--- src/rtl/udp_payload_streamer.sv ---
`default_nettype none
// +--------------------------------------------------------------------------+
// | udp_payload_streamer: streams seed + k*generator payload bytes as nibbles |
// | (low nibble first) into a FIFO write port. Optional: STATS_EN counters.  |
// | Optional macro: UDP_PAYLOAD_STREAMER_STATS_EN  Revision: 1.0             |
// +--------------------------------------------------------------------------+
module udp_payload_streamer #(
  parameter int DATA_BYTES = 256,
  parameter int WORD_BITS  = 4
) (
  input  logic                 clk,
  input  logic                 rstn,
  input  logic                 start_i,
  input  logic [7:0]           seed_i,
  input  logic [7:0]           generator_i,
  input  logic                 wr_rst_busy_i,
  input  logic                 wr_full_i,
  output logic                 wr_en_o,
  output logic [WORD_BITS-1:0] wr_data_o,
  output logic                 busy_o,
  output logic                 done_o
`ifdef UDP_PAYLOAD_STREAMER_STATS_EN
  ,
  output logic [15:0]          pkt_count_o,
  output logic [15:0]          stall_count_o
`endif
);

  localparam int               NIB_W    = $clog2(2 * DATA_BYTES);
  localparam logic [NIB_W-1:0] LAST_NIB = NIB_W'(2 * DATA_BYTES - 1);

  localparam logic [1:0] S_IDLE      = 2'd0;
  localparam logic [1:0] S_WAIT_FIFO = 2'd1;
  localparam logic [1:0] S_STREAM    = 2'd2;
  localparam logic [1:0] S_DONE      = 2'd3;

  logic [1:0]       state_q, state_d;
  logic [7:0]       acc_q, acc_d;
  logic [7:0]       gen_q, gen_d;
  logic             half_q, half_d;
  logic [NIB_W-1:0] nib_cnt_q, nib_cnt_d;
  logic             wr_fire;

  assign wr_fire = (state_q == S_STREAM) && !wr_full_i && !wr_rst_busy_i;

  always_ff @(posedge clk or negedge rstn) begin
    if (!rstn) begin
      state_q <= S_IDLE;
    end else begin
      state_q <= state_d;
    end
  end

  always_comb begin
    state_d = state_q;
    case (state_q)
      S_IDLE:      if (start_i) state_d = S_WAIT_FIFO;
      S_WAIT_FIFO: if (!wr_rst_busy_i) state_d = S_STREAM;
      S_STREAM:    if (wr_fire && (nib_cnt_q == '0)) state_d = S_DONE;
      S_DONE:      state_d = S_IDLE;
      default:     state_d = S_IDLE;
    endcase
  end

  always_comb begin
    wr_en_o   = wr_fire;
    wr_data_o = half_q ? acc_q[7:4] : acc_q[3:0];
    busy_o    = (state_q != S_IDLE);
    done_o    = (state_q == S_DONE);
  end

  // Accumulator advances only after the high nibble has been accepted.
  always_comb begin
    acc_d     = acc_q;
    gen_d     = gen_q;
    half_d    = half_q;
    nib_cnt_d = nib_cnt_q;
    if ((state_q == S_IDLE) && start_i) begin
      acc_d     = seed_i;
      gen_d     = generator_i;
      half_d    = 1'b0;
      nib_cnt_d = LAST_NIB;
    end else if (wr_fire) begin
      half_d = ~half_q;
      if (half_q) begin
        acc_d = acc_q + gen_q;
      end
      if (nib_cnt_q != '0) begin
        nib_cnt_d = nib_cnt_q - 1'b1;
      end
    end
  end

  always_ff @(posedge clk or negedge rstn) begin
    if (!rstn) begin
      acc_q     <= '0;
      gen_q     <= '0;
      half_q    <= 1'b0;
      nib_cnt_q <= '0;
    end else begin
      acc_q     <= acc_d;
      gen_q     <= gen_d;
      half_q    <= half_d;
      nib_cnt_q <= nib_cnt_d;
    end
  end

`ifdef UDP_PAYLOAD_STREAMER_STATS_EN
  logic [15:0] pkt_count_q, pkt_count_d;
  logic [15:0] stall_count_q, stall_count_d;

  always_comb begin
    pkt_count_d   = pkt_count_q;
    stall_count_d = stall_count_q;
    if (state_q == S_DONE) begin
      pkt_count_d = pkt_count_q + 16'd1;
    end
    if ((state_q == S_STREAM) && wr_full_i && (stall_count_q != 16'hFFFF)) begin
      stall_count_d = stall_count_q + 16'd1;
    end
  end

  always_ff @(posedge clk or negedge rstn) begin
    if (!rstn) begin
      pkt_count_q   <= '0;
      stall_count_q <= '0;
    end else begin
      pkt_count_q   <= pkt_count_d;
      stall_count_q <= stall_count_d;
    end
  end

  assign pkt_count_o   = pkt_count_q;
  assign stall_count_o = stall_count_q;
`endif

endmodule
`default_nettype wire

--- config.mk ---
export PLATFORM = sky130hd
export DESIGN_NAME = udp_payload_streamer
export DESIGN_NICKNAME = d
export VERILOG_FILES = /design/src/rtl/udp_payload_streamer.sv
export SDC_FILE = /design/constraint.sdc
export NUM_CORES = 1
export LEC_CHECK = 0
export ABC_AREA = 1
export CAP_MARGIN = 40
export CORE_UTILIZATION = 35
export CTS_BUF_LIST = sky130_fd_sc_hd__clkbuf_4 sky130_fd_sc_hd__clkbuf_8
export CTS_CLUSTER_DIAMETER = 200
export DETAILED_ROUTE_END_ITERATION = 16
export PLACE_DENSITY = 0.61
export SLEW_MARGIN = 40
export SYNTH_ARGS = -nofsm -noshare
export SYNTH_HDL_FRONTEND = slang
export SYNTH_SLANG_ARGS = --single-unit
--- constraint.sdc ---
create_clock -name clk -period 3 [get_ports clk]
set_input_delay 0.45 -clock clk [delete_from_list [all_inputs] [get_ports clk]]
set_output_delay 0.45 -clock clk [all_outputs]
set_load 0.05 [all_outputs]
==> results of run 1 <==
## power by group through the flow
stage                     clock network [µW]  logic, µW  registers (µW)
after floorplan                            0       1220             675
after global placement                     0       1500             731
after detailed placement                   0       1510             730
after CTS                                314       1520             724
after global routing                     329       1700             747
final                                    301       1500             724
## state kept, by name (all words and copies together) (netlist names)
signal     count
gen_q          8
half_q         1
nib_cnt_q      9
state_q        2
acc_q          8
## cells in the mapped netlist
master                     number
sky130_fd_sc_hd__nor2_2         1
sky130_fd_sc_hd__nor3_4         1
sky130_fd_sc_hd__nand3b_1       2
sky130_fd_sc_hd__ha_1          12
sky130_fd_sc_hd__nand2_2        4
sky130_fd_sc_hd__inv_2          1
sky130_fd_sc_hd__nand2_1       96
sky130_fd_sc_hd__nor2_4         2
sky130_fd_sc_hd__buf_2          1
sky130_fd_sc_hd__nand2_4        3
sky130_fd_sc_hd__nand4_1        2
sky130_fd_sc_hd__nand3_1       18
sky130_fd_sc_hd__xnor2_1        5
sky130_fd_sc_hd__xor2_1         2
sky130_fd_sc_hd__nand3_2        1
sky130_fd_sc_hd__a31oi_1        1
sky130_fd_sc_hd__o21ai_1        2
sky130_fd_sc_hd__nor2_1        12
sky130_fd_sc_hd__o211ai_1       2
sky130_fd_sc_hd__a21oi_1        5
sky130_fd_sc_hd__clkbuf_1       4
sky130_fd_sc_hd__or2_2          1
sky130_fd_sc_hd__dfrtp_1       28
sky130_fd_sc_hd__o21ai_2        8
sky130_fd_sc_hd__fa_1           1
sky130_fd_sc_hd__a21oi_2        1
sky130_fd_sc_hd__o21bai_1       1
sky130_fd_sc_hd__o21ai_0        4
sky130_fd_sc_hd__inv_1         24
sky130_fd_sc_hd__o21a_1         1
sky130_fd_sc_hd__buf_6          1
## area by class of cell
cell class | count | share of cell area [%]
Sequential cell | 28 | 30.7
Timing Repair Buffer | 29 | 12.4
Inverter | 25 | 4.11
Clock inverter | 1 | 1.32
Clock buffer | 3 | 1.81
Tap cell | 70 | 3.84
Multi-Input combinational cell | 188 | 45.8
## kinds of logic (layout without fill, tap and decap cells)
| logic type | after synthesis | count (layout) | share of synthesized area [%] |
|---|---|---|---|
| XOR/XNOR | 7 | 7 | 3.28 |
| AND/OR/NAND/NOR | 143 | 143 | 34.4 |
| AO/OA/AOI/OAI | 25 | 25 | 9.10 |
| adder cells (fa/ha/maj) | 13 | 13 | 9.10 |
| buffers and inverters | 31 | 58 | 6.69 |
| flip-flops | 28 | 28 | 37.5 |
## cell usage in the layout, fill, tap and decap left out
cell type and instances:
sky130_fd_sc_hd__bufinv_16 1, sky130_fd_sc_hd__nand3b_1 2, sky130_fd_sc_hd__xor2_1 2, sky130_fd_sc_hd__nand2_2 4, sky130_fd_sc_hd__fa_1 1, sky130_fd_sc_hd__o21ai_2 8, sky130_fd_sc_hd__nor2_2 1, sky130_fd_sc_hd__inv_2 1
sky130_fd_sc_hd__nand3_1 18, sky130_fd_sc_hd__clkbuf_8 3, sky130_fd_sc_hd__dfrtp_1 28, sky130_fd_sc_hd__buf_4 3, sky130_fd_sc_hd__ha_1 12, sky130_fd_sc_hd__a21oi_2 1, sky130_fd_sc_hd__a21oi_1 5, sky130_fd_sc_hd__o21ai_0 4
sky130_fd_sc_hd__o21bai_1 1, sky130_fd_sc_hd__nor2_1 12, sky130_fd_sc_hd__nand2_4 3, sky130_fd_sc_hd__nand2_1 96, sky130_fd_sc_hd__nand4_1 2, sky130_fd_sc_hd__o211ai_1 2, sky130_fd_sc_hd__clkdlybuf4s50_1 26, sky130_fd_sc_hd__or2_2 1
sky130_fd_sc_hd__a31oi_1 1, sky130_fd_sc_hd__nor2_4 2, sky130_fd_sc_hd__nor3_4 1, sky130_fd_sc_hd__o21ai_1 2, sky130_fd_sc_hd__inv_1 24, sky130_fd_sc_hd__xnor2_1 5, sky130_fd_sc_hd__o21a_1 1, sky130_fd_sc_hd__nand3_2 1
## worst paths after layout
path	start	to	slack (ps)
setup / recovery	state_q[0]	busy_o	650
hold / removal	nib_cnt_q[8]	nib_cnt_q[8]	480
setup reg to reg	state_q[0]	acc_q[7]	1050
hold reg to reg	nib_cnt_q[8]	nib_cnt_q[8]	480
max in group asynchronous	rstn	gen_q[7]	2170
min in group asynchronous	rstn	state_q[0]	550
## stage by stage
stage | std cells | instance area (µm²) | util [%] | setup slack [ps] | power (µW)
global placement | 340 | 2210 | 43.0 | 909 | 2230
global route | 344 | 2280 | 44.4 | 548 | 2780
floorplan | 247 | 1870 | - | 877 | 1900
finish | 344 | 2280 | 44.4 | 651 | 2530
detailed placement | 340 | 2210 | 43.0 | 819 | 2240
CTS | 344 | 2280 | 44.4 | 628 | 2560
## worst max-delay path, stage by stage, from the launching register on
cell	delay, ps
sky130_fd_sc_hd__dfrtp_1	410
sky130_fd_sc_hd__inv_1	80
sky130_fd_sc_hd__ha_1	240
sky130_fd_sc_hd__inv_1	100
sky130_fd_sc_hd__clkdlybuf4s50_1	800
## layer usage
metal	vias up	global-route usage, %	wire length [µm]
met3	5	3.21	162
met5	-	0	0
li1	838	-	-
met4	0	3.77	35
met2	32	27.1	1850
met1	701	20.2	1800
==> impl_metrics.json, run 1 <==
{
  "wl_um": 3840,
  "globalRoute.totalOverflow": 0,
  "fillers": 539,
  "detail_route.wl_per_cell_um": 11.2,
  "synth_seq_area_share_pct": 37.5,
  "largest_net_degree_at_the_start_of_global_routing": 29,
  "timing.setup.tns_ps": 0,
  "route.detailed.drc": 0,
  "static_leak_uw": 0.00115,
  "internal-power_uw": 1310,
  "fin_worst_hold_slack_ps": 481,
  "design.die.area_um2": 5640,
  "synth_largest_area_cell": "sky130_fd_sc_hd__dfrtp_1",
  "grt_first_pass_wirelength_um": 6700,
  "netlist.area_leader.share_pct": 37.5,
  "nNetsFinal": 309,
  "dr_total_vias": 1576,
  "status": "finished clean",
  "cts.clk_slew.worst_paths_ps": 100,
  "start_kind": "register",
  "final.min_clock_period_ps": 2350,
  "area_growth_syn_to_layout_pct": 21.9,
  "r2r_cells": 9,
  "global_route_usage_over_all_layers_pct": 15.7,
  "gpl.final_weighted_congestion": 0.786,
  "power.net_switching_uw": 1220,
  "detail_route.vias_per_cell": 4.58,
  "max_slew_margin_pct": 66.2,
  "vdd_drop_max_v": 0.000655,
  "cts_resized": 0,
  "max-clock-path-buffers": 2,
  "cap_viol_max_count": 0,
  "rsz0062_at_grt": "no",
  "clk_root_buffer_cell": "sky130_fd_sc_hd__clkbuf_8",
  "cts-buffers-inserted": 3,
  "synthesis.instances": 247,
  "net_switching_share_of_the_total_power_pct": 48.1,
  "core_region_area_um2": 5140,
  "avgSynthCellArea_um2": 7.57,
  "die_height_um": 75.1,
  "htree_levels": 1,
  "first_global_vias": 1504,
  "period_share_pct": 78.3,
  "post_cts.repair.setup_buffers": 0,
  "p_seq_share_pct": 28.6,
  "insertion_delay_ps": 280,
  "critical_path_peak_fanout": 4,
  "power_density_nw_per_um2": 1110,
  "multi_input_area_um2": 1040,
  "drt_pre_antenna_iters": 4,
  "cts_tree": "built",
  "setup-violations-final": 0,
  "placementRows": 26,
  "ioPinCount": 28,
  "antenna_found_initial": 0,
  "critical_path_class": "reg -> out",
  "holdCritPathClass": "reg -> reg",
  "netlist_area_um2": 1870,
  "synth_warnings": 0,
  "clock_power_share_pct": 11.9,
  "arrival_time_worst_endpoint_ps": 1900,
  "synthesis.nets": 281,
  "register_bit_count_reported_by_yosys": 28,
  "dp_hpwl_um": 2940,
  "endpoint_kind": "output pin",
  "detail-route-antenna-nets": 0,
  "max_clock_freq_mhz": 426,
  "die_w_um": 75.1,
  "report.final.hold_viol_count": 0,
  "start_util_pct": 36.4,
  "tightestPinTransition_ps": 505,
  "yosys-top-cells-area": "sky130_fd_sc_hd__dfrtp_1 37%, sky130_fd_sc_hd__nand2_1 19%, sky130_fd_sc_hd__ha_1 8.0%",
  "finalClockSkew_ps": 6.50,
  "timing.hold.worst_path_depth": 2,
  "final_layout_size_suffix_gt1_share_pct": 10.9,
  "buffer_ports.inserted": 27,
  "p_comb_share_pct": 59.5,
  "required_ps": 2550,
  "yosys.cell_types.count": 31,
  "antennaDiodeCount": 0,
  "cts_hold_repair.buffers": 0,
  "seq_area_um2": 701,
  "cts_sinks": 28,
  "drt_iter0_drc": 39,
  "max_slew_violations": 0
}
Power figures use the tool's default switching activity.
==> run 2: changes to the inputs <==
==> constraint.sdc (replaced) <==
create_clock -name clk -period 2.25 [get_ports clk]
set_input_delay 0.3375 -clock clk [delete_from_list [all_inputs] [get_ports clk]]
set_output_delay 0.3375 -clock clk [all_outputs]
set_load 0.05 [all_outputs]
==> run 2 against run 1 <==
Clock skew rose by 5.3 ps. Sequential power rose by 33%. Cell count rose by 0.58%. Combinational power rose by 35%. Register-to-register slack got worse by 550 ps. Total power rose by 31%. Worst setup slack got worse by 580 ps. Utilization rose by 0.32 points. Clock power rose by 6%. First-iteration DRC count rose by 77%. Sequential share of layout area fell by 0.22 points. Highest routed layer unchanged.
==> impl_metrics.json, run 2 (synthesis gave the netlist of run 1 again) <==
{
  "design.die.area_um2": 5640,
  "cts_hold_repair.buffers": 0,
  "drt_pre_antenna_iters": 4,
  "placementRows": 26,
  "setup-violations-final": 0,
  "max-clock-path-buffers": 2,
  "largest_net_degree_at_the_start_of_global_routing": 29,
  "vdd_drop_max_v": 0.000591,
  "die_w_um": 75.1,
  "critical_path_class": "reg -> out",
  "area_growth_syn_to_layout_pct": 22.8,
  "static_leak_uw": 0.00119,
  "critical_path_peak_fanout": 10,
  "insertion_delay_ps": 280,
  "startpoint": "half_q",
  "rsz0062_at_grt": "no",
  "mostFrequentLayoutCells": "96 x sky130_fd_sc_hd__nand2_1, 28 x sky130_fd_sc_hd__dfrtp_1, 24 x sky130_fd_sc_hd__inv_1",
  "buffer_ports.inserted": 27,
  "dp_hpwl_um": 2970,
  "ioPinCount": 28,
  "final_layout_size_suffix_gt1_share_pct": 12.0,
  "seq_area_um2": 701,
  "nNetsFinal": 311,
  "finalClockSkew_ps": 11.8,
  "dp_worst_setup_slack_ps": 357,
  "antenna_found_initial": 0,
  "global_route_usage_over_all_layers_pct": 15.4,
  "period_share_pct": 96.7,
  "largest_register_ff_count": 9,
  "final.min_clock_period_ps": 2180,
  "grt_most_used_layer": "met2",
  "htree_levels": 1,
  "drt_iter0_drc": 69,
  "cts-buffers-inserted": 3,
  "detail_route.vias_per_cell": 4.50,
  "global_route.usage.met1_pct": 19.2,
  "required_ps": 1910,
  "arrival_time_worst_endpoint_ps": 1840,
  "die_height_um": 75.1,
  "first_global_vias": 1497,
  "grt_use_met2_pct": 27.2,
  "fillers": 561,
  "max_slew_margin_pct": 65.7,
  "cap_viol_max_count": 0,
  "layout_commonest_cell": "sky130_fd_sc_hd__nand2_1",
  "r2r_cells": 9,
  "setup.reg_to_reg.worst_slack_ps": 500,
  "cts_sinks": 28,
  "globalRoute.totalOverflow": 0,
  "grt_first_pass_wirelength_um": 6590,
  "detail-route-antenna-nets": 0,
  "max_slew_violations": 0,
  "largest_registers": "nib_cnt_q (9), acc_q (8), gen_q (8)",
  "antennaDiodeCount": 0,
  "power_density_nw_per_um2": 1440,
  "timing.setup.tns_ps": 0,
  "report.final.hold_viol_count": 0,
  "cp-endpoint": "wr_data_o[3]",
  "cts.clk_slew.worst_paths_ps": 100,
  "wl_um": 3830,
  "top_register": "nib_cnt_q",
  "route.detailed.drc": 0,
  "endpoint_kind": "output pin",
  "fin_ws_ps": 73.4,
  "tightestPinTransition_ps": 513,
  "clk_root_buffer_cell": "sky130_fd_sc_hd__clkbuf_8",
  "multi_input_area_um2": 1040,
  "start_kind": "register",
  "start_util_pct": 36.4,
  "max_clock_freq_mhz": 459,
  "grt_use_met3_pct": 3.35,
  "core_region_area_um2": 5140,
  "holdCritPathClass": "in -> async",
  "detail_route.wl_per_cell_um": 11.1,
  "cts_tree": "built",
  "r2r-end": "acc_q[7]",
  "fin_worst_hold_slack_ps": 432,
  "regToRegStartpoint": "state_q[0]",
  "status": "finished clean",
  "gpl.final_weighted_congestion": 0.814,
  "dr_total_vias": 1558
}
run 2: changes by cell type in the layout (fill, tap and decap cells not counted):
| cell | delta |
|---|---|
| sky130_fd_sc_hd__buf_12 | +1 |
| sky130_fd_sc_hd__buf_4 | +2 |
| sky130_fd_sc_hd__bufinv_16 | -1 |
| sky130_fd_sc_hd__clkbuf_8 | +1 |
| sky130_fd_sc_hd__clkdlybuf4s50_1 | -4 |
| sky130_fd_sc_hd__dlymetal6s2s_1 | +3 |
run 2: metrics by stage:
step / total power [µW] / cells / util [%] / area (µm²)
finish: 3310 / 346 / 44.7 / 2300
global route: 3640 / 346 / 44.7 / 2300
floorplan: 2530 / 247 / - / 1870
detailed placement: 3030 / 342 / 43.5 / 2230
CTS: 3360 / 346 / 44.5 / 2290
global placement: 2990 / 342 / 43.5 / 2230
run 2: routing by layer:
layer | part of all wire [%] | up-vias | routed length (µm)
met1 | 49 | 697 | 1860
met2 | 48 | 25 | 1840
met4 | 0.55 | 0 | 21
met5 | 0 | - | 0
met3 | 2.9 | 2 | 110
li1 | - | 834 | -
run 2: critical path, cell delays in order, from the launching register on:
cell and delay, ps:
sky130_fd_sc_hd__dfrtp_1 500, sky130_fd_sc_hd__inv_1 150, sky130_fd_sc_hd__nand2_1 60, sky130_fd_sc_hd__nand2_1 60, sky130_fd_sc_hd__clkdlybuf4s50_1 800
run 2: worst min path at each step:
| stage | from | depth (start not counted) | to |
|---|---|---|---|
| finish | rstn | 2 | state_q[0] |
| global route | rstn | 2 | state_q[0] |
| CTS | rstn | 2 | state_q[0] |
| detailed placement | nib_cnt_q[8] | 2 | nib_cnt_q[8] |
| global placement | nib_cnt_q[0] | 2 | nib_cnt_q[0] |
| floorplan | rstn | 0 | acc_q[0] |
run 2: area by class of cell:
type | instances | area share, %
Sequential cell | 28 | 30.5
Multi-Input combinational cell | 188 | 45.5
Inverter | 25 | 4.08
Tap cell | 70 | 3.81
Timing Repair Buffer | 31 | 13.7
Clock buffer | 4 | 2.40
run 2: where the power goes:
group / internal (µW) / switching, µW / total, µW / leakage [µW]
Clock: 157 / 163 / 320 / 0.0000288
Combinational: 783 / 1240 / 2020 / 0.000817
Sequential: 741 / 223 / 964 / 0.000341
run 2: timing repair:
| action | CTS | global route |
|---|---|---|
| setup endpoints to repair | 0 | 3 |
| gates resized for setup | 0 | 3 |
| endpoints found under the hold margin | 0 | 0 |
| setup buffers | 0 | 0 |
